<file path="src/rtl/word_lane_packer.sv">
// word_lane_packer
//    Packs a stream of WORD_W-bit words into one LANES-wide parallel word.
//    Two ping-pong banks are used: one bank fills from the stream while the
//    other is held for the consumer. A packet may be closed early with in_last.
//
//    Ports:
//       clk        clock, all state updates on the rising edge
//       reset      synchronous, active-high reset
//       in_data    stream word
//       in_valid   in_data is valid
//       in_last    final word of the packet (qualified by in_valid)
//       in_ready   a word can be accepted this cycle
//       out_lanes  packed word, lane i at [WORD_W*i +: WORD_W], lane 0 first
//       out_count  number of valid lanes, 1..LANES
//       out_valid  out_lanes / out_count are valid
//       out_ready  consumer accepts the packed word
//
//    Build option:
//       WORD_LANE_PACKER_ZERO_PAD_EN  when defined, lanes at index >= out_count
//       are forced to 0 at the output. When undefined, those lanes show stale
//       bank contents and the consumer must honour out_count.
module word_lane_packer #(
   parameter int WORD_W = 32,
   parameter int LANES  = 8,
   parameter int CNT_W  = $clog2(LANES + 1)
) (
   input  logic                    clk,
   input  logic                    reset,
   input  logic [WORD_W-1:0]       in_data,
   input  logic                    in_valid,
   input  logic                    in_last,
   output logic                    in_ready,
   output logic [LANES*WORD_W-1:0] out_lanes,
   output logic [CNT_W-1:0]        out_count,
   output logic                    out_valid,
   input  logic                    out_ready
);

   localparam int IDX_W = $clog2(LANES);

   logic [WORD_W-1:0] bank_q [2][LANES];
   logic [WORD_W-1:0] bank_d [2][LANES];
   logic [1:0]        full_q, full_d;
   logic [CNT_W-1:0]  cnt_q [2];
   logic [CNT_W-1:0]  cnt_d [2];
   logic              wr_bank_q, wr_bank_d;
   logic              rd_bank_q, rd_bank_d;
   logic [IDX_W-1:0]  wr_idx_q, wr_idx_d;

   logic accept;
   logic pop;
   logic close_bank;

   // in_ready depends on registers and reset only, never on in_valid.
   assign in_ready   = !full_q[wr_bank_q] && !reset;
   assign out_valid  = full_q[rd_bank_q];
   assign out_count  = cnt_q[rd_bank_q];
   assign accept     = in_valid && in_ready;
   assign pop        = out_valid && out_ready;
   assign close_bank = in_last || (wr_idx_q == IDX_W'(LANES - 1));

   always_comb begin
      bank_d    = bank_q;
      full_d    = full_q;
      cnt_d     = cnt_q;
      wr_bank_d = wr_bank_q;
      rd_bank_d = rd_bank_q;
      wr_idx_d  = wr_idx_q;

      if (accept) begin
         bank_d[wr_bank_q][wr_idx_q] = in_data;
         if (close_bank) begin
            full_d[wr_bank_q] = 1'b1;
            cnt_d[wr_bank_q]  = CNT_W'(wr_idx_q) + CNT_W'(1);
            wr_idx_d          = '0;
            wr_bank_d         = !wr_bank_q;
         end else begin
            wr_idx_d = wr_idx_q + IDX_W'(1);
         end
      end

      // An accepting bank is never full and the popped bank always is, so
      // the two updates to full_d always touch different entries.
      if (pop) begin
         full_d[rd_bank_q] = 1'b0;
         rd_bank_d         = !rd_bank_q;
      end
   end

   always_ff @(posedge clk) begin
      if (reset) begin
         for (int b = 0; b < 2; b++) begin
            for (int l = 0; l < LANES; l++) begin
               bank_q[b][l] <= '0;
            end
            cnt_q[b] <= '0;
         end
         full_q    <= '0;
         wr_bank_q <= 1'b0;
         rd_bank_q <= 1'b0;
         wr_idx_q  <= '0;
      end else begin
         bank_q    <= bank_d;
         cnt_q     <= cnt_d;
         full_q    <= full_d;
         wr_bank_q <= wr_bank_d;
         rd_bank_q <= rd_bank_d;
         wr_idx_q  <= wr_idx_d;
      end
   end

   for (genvar gi = 0; gi < LANES; gi++) begin : g_lane
`ifdef WORD_LANE_PACKER_ZERO_PAD_EN
      assign out_lanes[WORD_W*gi +: WORD_W] =
         (CNT_W'(gi) < out_count) ? bank_q[rd_bank_q][gi] : '0;
`else
      assign out_lanes[WORD_W*gi +: WORD_W] = bank_q[rd_bank_q][gi];
`endif
   end

endmodule

</file>
<file path="config.mk">
export PLATFORM = sky130hd
export DESIGN_NAME = word_lane_packer
export DESIGN_NICKNAME = d
export VERILOG_FILES = /design/src/rtl/word_lane_packer.sv
export SDC_FILE = /design/constraint.sdc
export NUM_CORES = 1
export LEC_CHECK = 0
export CAP_MARGIN = 15
export CELL_PAD_IN_SITES_DETAIL_PLACEMENT = 0
export CELL_PAD_IN_SITES_GLOBAL_PLACEMENT = 2
export CORE_MARGIN = 10
export CORE_UTILIZATION = 34
export CTS_CLUSTER_DIAMETER = 40
export DETAILED_ROUTE_END_ITERATION = 6
export PLACE_DENSITY = 0.86
export REMOVE_ABC_BUFFERS = 1
export SYNTH_ARGS = -nofsm -noshare
export SYNTH_HDL_FRONTEND = slang
export SYNTH_SLANG_ARGS = --single-unit
</file>
<file path="constraint.sdc">
create_clock -name clk -period 2.6 [get_ports clk]
set_input_delay 0.52 -clock clk [delete_from_list [all_inputs] [get_ports clk]]
set_output_delay 0.52 -clock clk [all_outputs]
set_load 0.03 [all_outputs]
</file>
# After elaboration in Yosys (flattened, before gate mapping)
# Index checks and enable logic that the tools add are counted.
# totals
output_inout_bits	262
memories	0
wordCells	79
mem_bits_rw	0
ff_bits	527
romBits	0
latch_bits	0
in_bits	37
# op_classes
n_eq_ne	1
multipliers	0
n_addsub	2
reduce_logical	13
magnitude_cmp	9
bitwise_logic	6
mux	26
div	0
shifts	0
# ops
op	count
$mux 256	4
$bwmux 512	1
$demux 256 s1	1
$demux 32 s3	1
$mux 32	1
$mux 4	4
$bwmux 8	1
$logic_and 1x1->1	7
$mux 1	6
$mux 2	3
$add 3x1->4 const B	1
$demux 4 s1	1
$ge 2x2->1 const B	2
$ge 4x4->1 const B	1
$logic_not 1->1	4
$lt 1x2->1 const B	2
$lt 4x1->1 const B	1
$not 1->2	2
$not 3->4	1
$add 3x1->3 const B	1
$eq 3x3->1 const B	1
$mux 3	1
$and 2x2->2	1
$demux 1 s1	2
other kinds (6)	7

# Depth between registers and ports, before layout
# logic_depth
word_depth	9
mapped_depth	8
ltp_nobuf	5

# Worst setup path before layout
# Ideal clock, no wire load.
# synth_path
path_kind	input -> register
startpoint	input reset
endpoint	register bank_q[405] in the netlist's numbering
required_ns	2.542
stages	8
path_slack_ns	0.590
n_path_buf	5
arrival_time_ns	1.952
setup_time_ns	0.058
path_cell_list	buf_2 -> or4b_1 -> buf_2 -> buf_6 -> buf_6 -> buf_6 -> nor3_1 -> a31o_2
# synth_via
elab_chain_len	3
# synth_rtl
item	line_no	text
from (decl)	28	input logic reset,
$logic_not 1->1	55	assign in_ready = !full_q[wr_bank_q] && !reset;
$logic_and 1x1->1	55	
$logic_and 1x1->1	58	assign accept = in_valid && in_ready;
to (signal assigned)	103	bank_q <= bank_d;
to (decl)	41	logic [WORD_W-1:0] bank_q [2][LANES];
# Several ways; a longest one is shown, not always the timed one.
# A chain may end at the register's enable or synchronous reset.

# Worst setup path after layout
# layout_path
startpoint	register rd_bank_q
endpoint	output out_lanes[234]
# layout_via
elab_chain_len	4
# layout_rtl
item	line_no	text
from (decl)	47	logic rd_bank_q, rd_bank_d;
from (signal assigned)	107	rd_bank_q <= rd_bank_d;
$not 1->2 (implied by the code)	117	assign out_lanes[WORD_W*gi +: WORD_W] = bank_q[rd_bank_q][gi];
$mux 256 (implied by the code)	117	
$mux 256 (2 in a row)	-	
to (decl)	33	output logic [LANES*WORD_W-1:0] out_lanes,
# No other way between the ends. The select of a mux whose other input is x is not followed.

==> flow_summary.rst <==
.. list-table::
   :header-rows: 1

   * - Metric
     - Value
   * - Sink Count
     - 527
   * - Cell Rows
     - 95
   * - Number of hold-repair buffers added at the cts stage
     - 0
   * - Setup crit end kind
     - output pin
   * - Maximum vdd drop
     - 0.4607 mV
   * - DR vias
     - 22290
   * - Number of pins with negative max-slew slack in the final report
     - 0
   * - Global-route wire length before repair
     - 139900 microns
   * - Half-perimeter wire length after detailed placement
     - 56920 microns
   * - Synthesis warning total
     - 0
   * - Most numerous cell types in the synthesized netlist
     - dfxtp_1, a21oi_1, o21ai_0
   * - GR Overflow Total
     - 0
   * - Die Height
     - 280.7 microns
   * - Final weighted congestion in routability-driven placement
     - 0.7989
   * - Crit path required time
     - 2080 ps
   * - Worst hold path cell count
     - 2
   * - Hold Fails Final Rpt
     - 0
   * - Post-route worst setup slack
     - -7.616 ps
   * - Number of synthesized register bits
     - 527
   * - Syn Area/Cell
     - 8.781 sq um
   * - Clock tree from TritonCTS
     - built
   * - Antenna diode count
     - 0
   * - Number of instances in the synthesized netlist
     - 2631
   * - Proportion of layout cells with a drive suffix above 1
     - 33.30%
   * - Initial antenna violation count
     - 1
   * - Arrival time of data at the critical path endpoint
     - 2090 ps
   * - CTS buffer count
     - 91
   * - Headroom to the max-slew limit
     - 26.49%
   * - EDFF count, synth
     - 0
   * - Post-layout net count
     - 2900
   * - Static power due to leakage
     - 0.01140 uW
   * - Max-cap viol count
     - 0
   * - Startpoint type of the worst setup path
     - register
   * - Area of the core
     - 0.06728 sq mm
   * - Clock H-tree levels
     - 3
   * - Via count of the first global-routing pass
     - 21880
   * - Full die area
     - 0.07877 sq mm
   * - Share of flip-flops with an asynchronous set or reset
     - 0%
   * - Violated checks
     - setup timing
   * - Post-synthesis cell type with the largest combined area
     - dfxtp_1
   * - Syn Std Cell Area
     - 0.02310 sq mm
   * - Unrepaired setup endpoints after global routing
     - true
   * - # IOs
     - 299
   * - Number of endpoints failing setup at the final stage
     - 5
   * - First-pass DRT Iterations
     - 6
   * - Final min period
     - 2608 ps
   * - Utilization after layout
     - 45.23%
   * - Count of port buffers added during placement
     - 298
   * - Final antenna-violating net count
     - 0
   * - Routed length per instance
     - 24.65 microns
   * - Prevailing post-synth register cell
     - dfxtp_1
   * - Layout overhead on the synthesized area
     - 31.73%
   * - Initial detailed-routing violation count
     - 2183
   * - Post-Route Setup TNS
     - -21.77 ps
   * - Clk buf depth
     - 3
   * - Max Clk Rate
     - 383.5 MHz
   * - Maximum fanout encountered on the critical timing path
     - 20
   * - Worst Skew
     - 22.94 ps
   * - Reg2Reg Depth
     - 3
   * - Most numerous cell in the Yosys netlist
     - dfxtp_1
   * - Type of the worst setup path
     - reg2out
   * - Largest cells by area after synthesis
     - dfxtp_1, mux2_2, a21oi_1
   * - Hold/Removal Path Class
     - in2reg
   * - Result of the run
     - complete, but fails checks
   * - Transition time at the pin with the least slew margin
     - 1103 ps
   * - Areal power density over the cells
     - 727.8 mW/mm^2
   * - Clock root buffer
     - clkbuf_16
   * - Count of different cell masters after synthesis
     - 36
   * - Worst-skew pair later-pin latency
     - 640 ps
   * - Routed wire length
     - 93930 microns
   * - Drt drc
     - 0
   * - Portion of synthesized cell area occupied by the leading cell type
     - 45.67%
   * - Part of the Yosys area used for sequential elements
     - 45.67%
   * - Non-filler cells, final
     - 3810
   * - Largest net degree at the start of global routing
     - 116
   * - Post-DR vias/cell
     - 5.851
   * - Initial standard-cell utilization of the core
     - 34.34%
   * - Clock-pin slew of the registers on the worst-case setup and hold paths
     - 60 ps
   * - Die width
     - 280.7 microns
   * - Overall fraction of global-route tracks in use
     - 22.77%
   * - Final period utilization
     - 100.3%
   * - Instance count after placement with tap cells included
     - 3614
-- sequential cells by signal, summed over array words and instances (netlist names) --
name,flops
bank_q,512
cnt_q,8
full_q,2
rd_bank_q,1
wr_bank_q,1
wr_idx_q,3
-- logic make-up (layout without fill, tap and decap cells) --
logic type | count (synthesis) | in the layout | share of synthesized area (%)
compound gates | 910 | 910 | 22.08
simple gates | 590 | 590 | 13.23
flops | 527 | 527 | 45.67
buf+inv | 339 | 645 | 6.109
mux | 263 | 263 | 12.81
fa+ha+maj | 2 | 2 | 0.1083
-- metrics by stage --
stage	area, sq um	setup WS (ps)	hold WS, ps	total power (uW)
after floorplan	21700	-17520	444.0	8803
after global placement	27470	24.37	453.3	9546
after detailed placement	27470	-40.41	459.9	9557
after CTS	30320	-139.3	198.3	22260
after global routing	30430	-55.47	232.9	22710
final	30430	-7.616	238.0	22150
-- worst paths after layout --
kind,from,slack (ps),endpoint
max,rd_bank_q,-8,out_lanes[234]
min,reset,240,bank_q[130]
max reg2reg,wr_idx_q[2],290,bank_q[187]
min reg2reg,bank_q[309],470,bank_q[309]
-- area by class of cell --
cell class / count / area [sq um]
Timing Repair Buffer: 473 / 4150
Tap cell: 873 / 1092
Clock inverter: 62 / 819.5
Inverter: 3 / 16.27
Multi-Input combinational cell: 1765 / 11360
Clock buffer: 107 / 2440
Sequential cell: 527 / 10550
Fill cell: 6409 / 36850
-- cells in the final DEF, fill, tap and decap left out, types with 5 or more instances in the layout --
master,count
buf_6,30
clkdlybuf4s15_2,23
buf_2,181
clkinv_4,7
buf_12,38
nand2_1,5
inv_6,9
clkbuf_1,8
clkbuf_16,97
mux2_4,32
nor3_1,143
a21oi_1,383
clkinv_2,12
a31o_1,50
buf_8,5
buf_4,141
clkinvlp_4,13
nand2b_1,33
clkbuf_8,6
dfxtp_1,526
o21ai_0,381
nand3_1,378
a31o_2,93
nand2_2,5
clkdlybuf4s50_1,35
mux2_2,230
bufinv_16,14
buf_16,7
-- where the power goes --
group          switching (uW)  total, uW  internal [uW]
Sequential               29.1       8160           8130
Combinational             877       1280            400
Clock                    4510      12700           8200
Total                    5420      22100          16700
-- repair_timing --
action	4_1_cts	5_1_grt
setup buffers	20	0
endpoints found under the setup margin	254	109
gates resized for setup	1163	154
gates cloned	4	4
-- per-layer routing --
| layer | GRT usage [%] | share of wire [%] | vias up |
|---|---|---|---|
| met5 | 0 | 0.014 | - |
| met4 | 7.610 | 2.5 | 2 |
| met3 | 3.906 | 7.5 | 157 |
| met2 | 37.53 | 48 | 1023 |
| met1 | 29.70 | 42 | 11040 |
| li1 | - | - | 10070 |
-- critical path, cell delays in order (launching register included) --
cell and delay (ps):
dfxtp_4 380, buf_12 160, clkbuf_16 210, mux2_2 390, clkdlybuf4s15_2 290
Note: power is estimated with default switching activity, not from simulation.
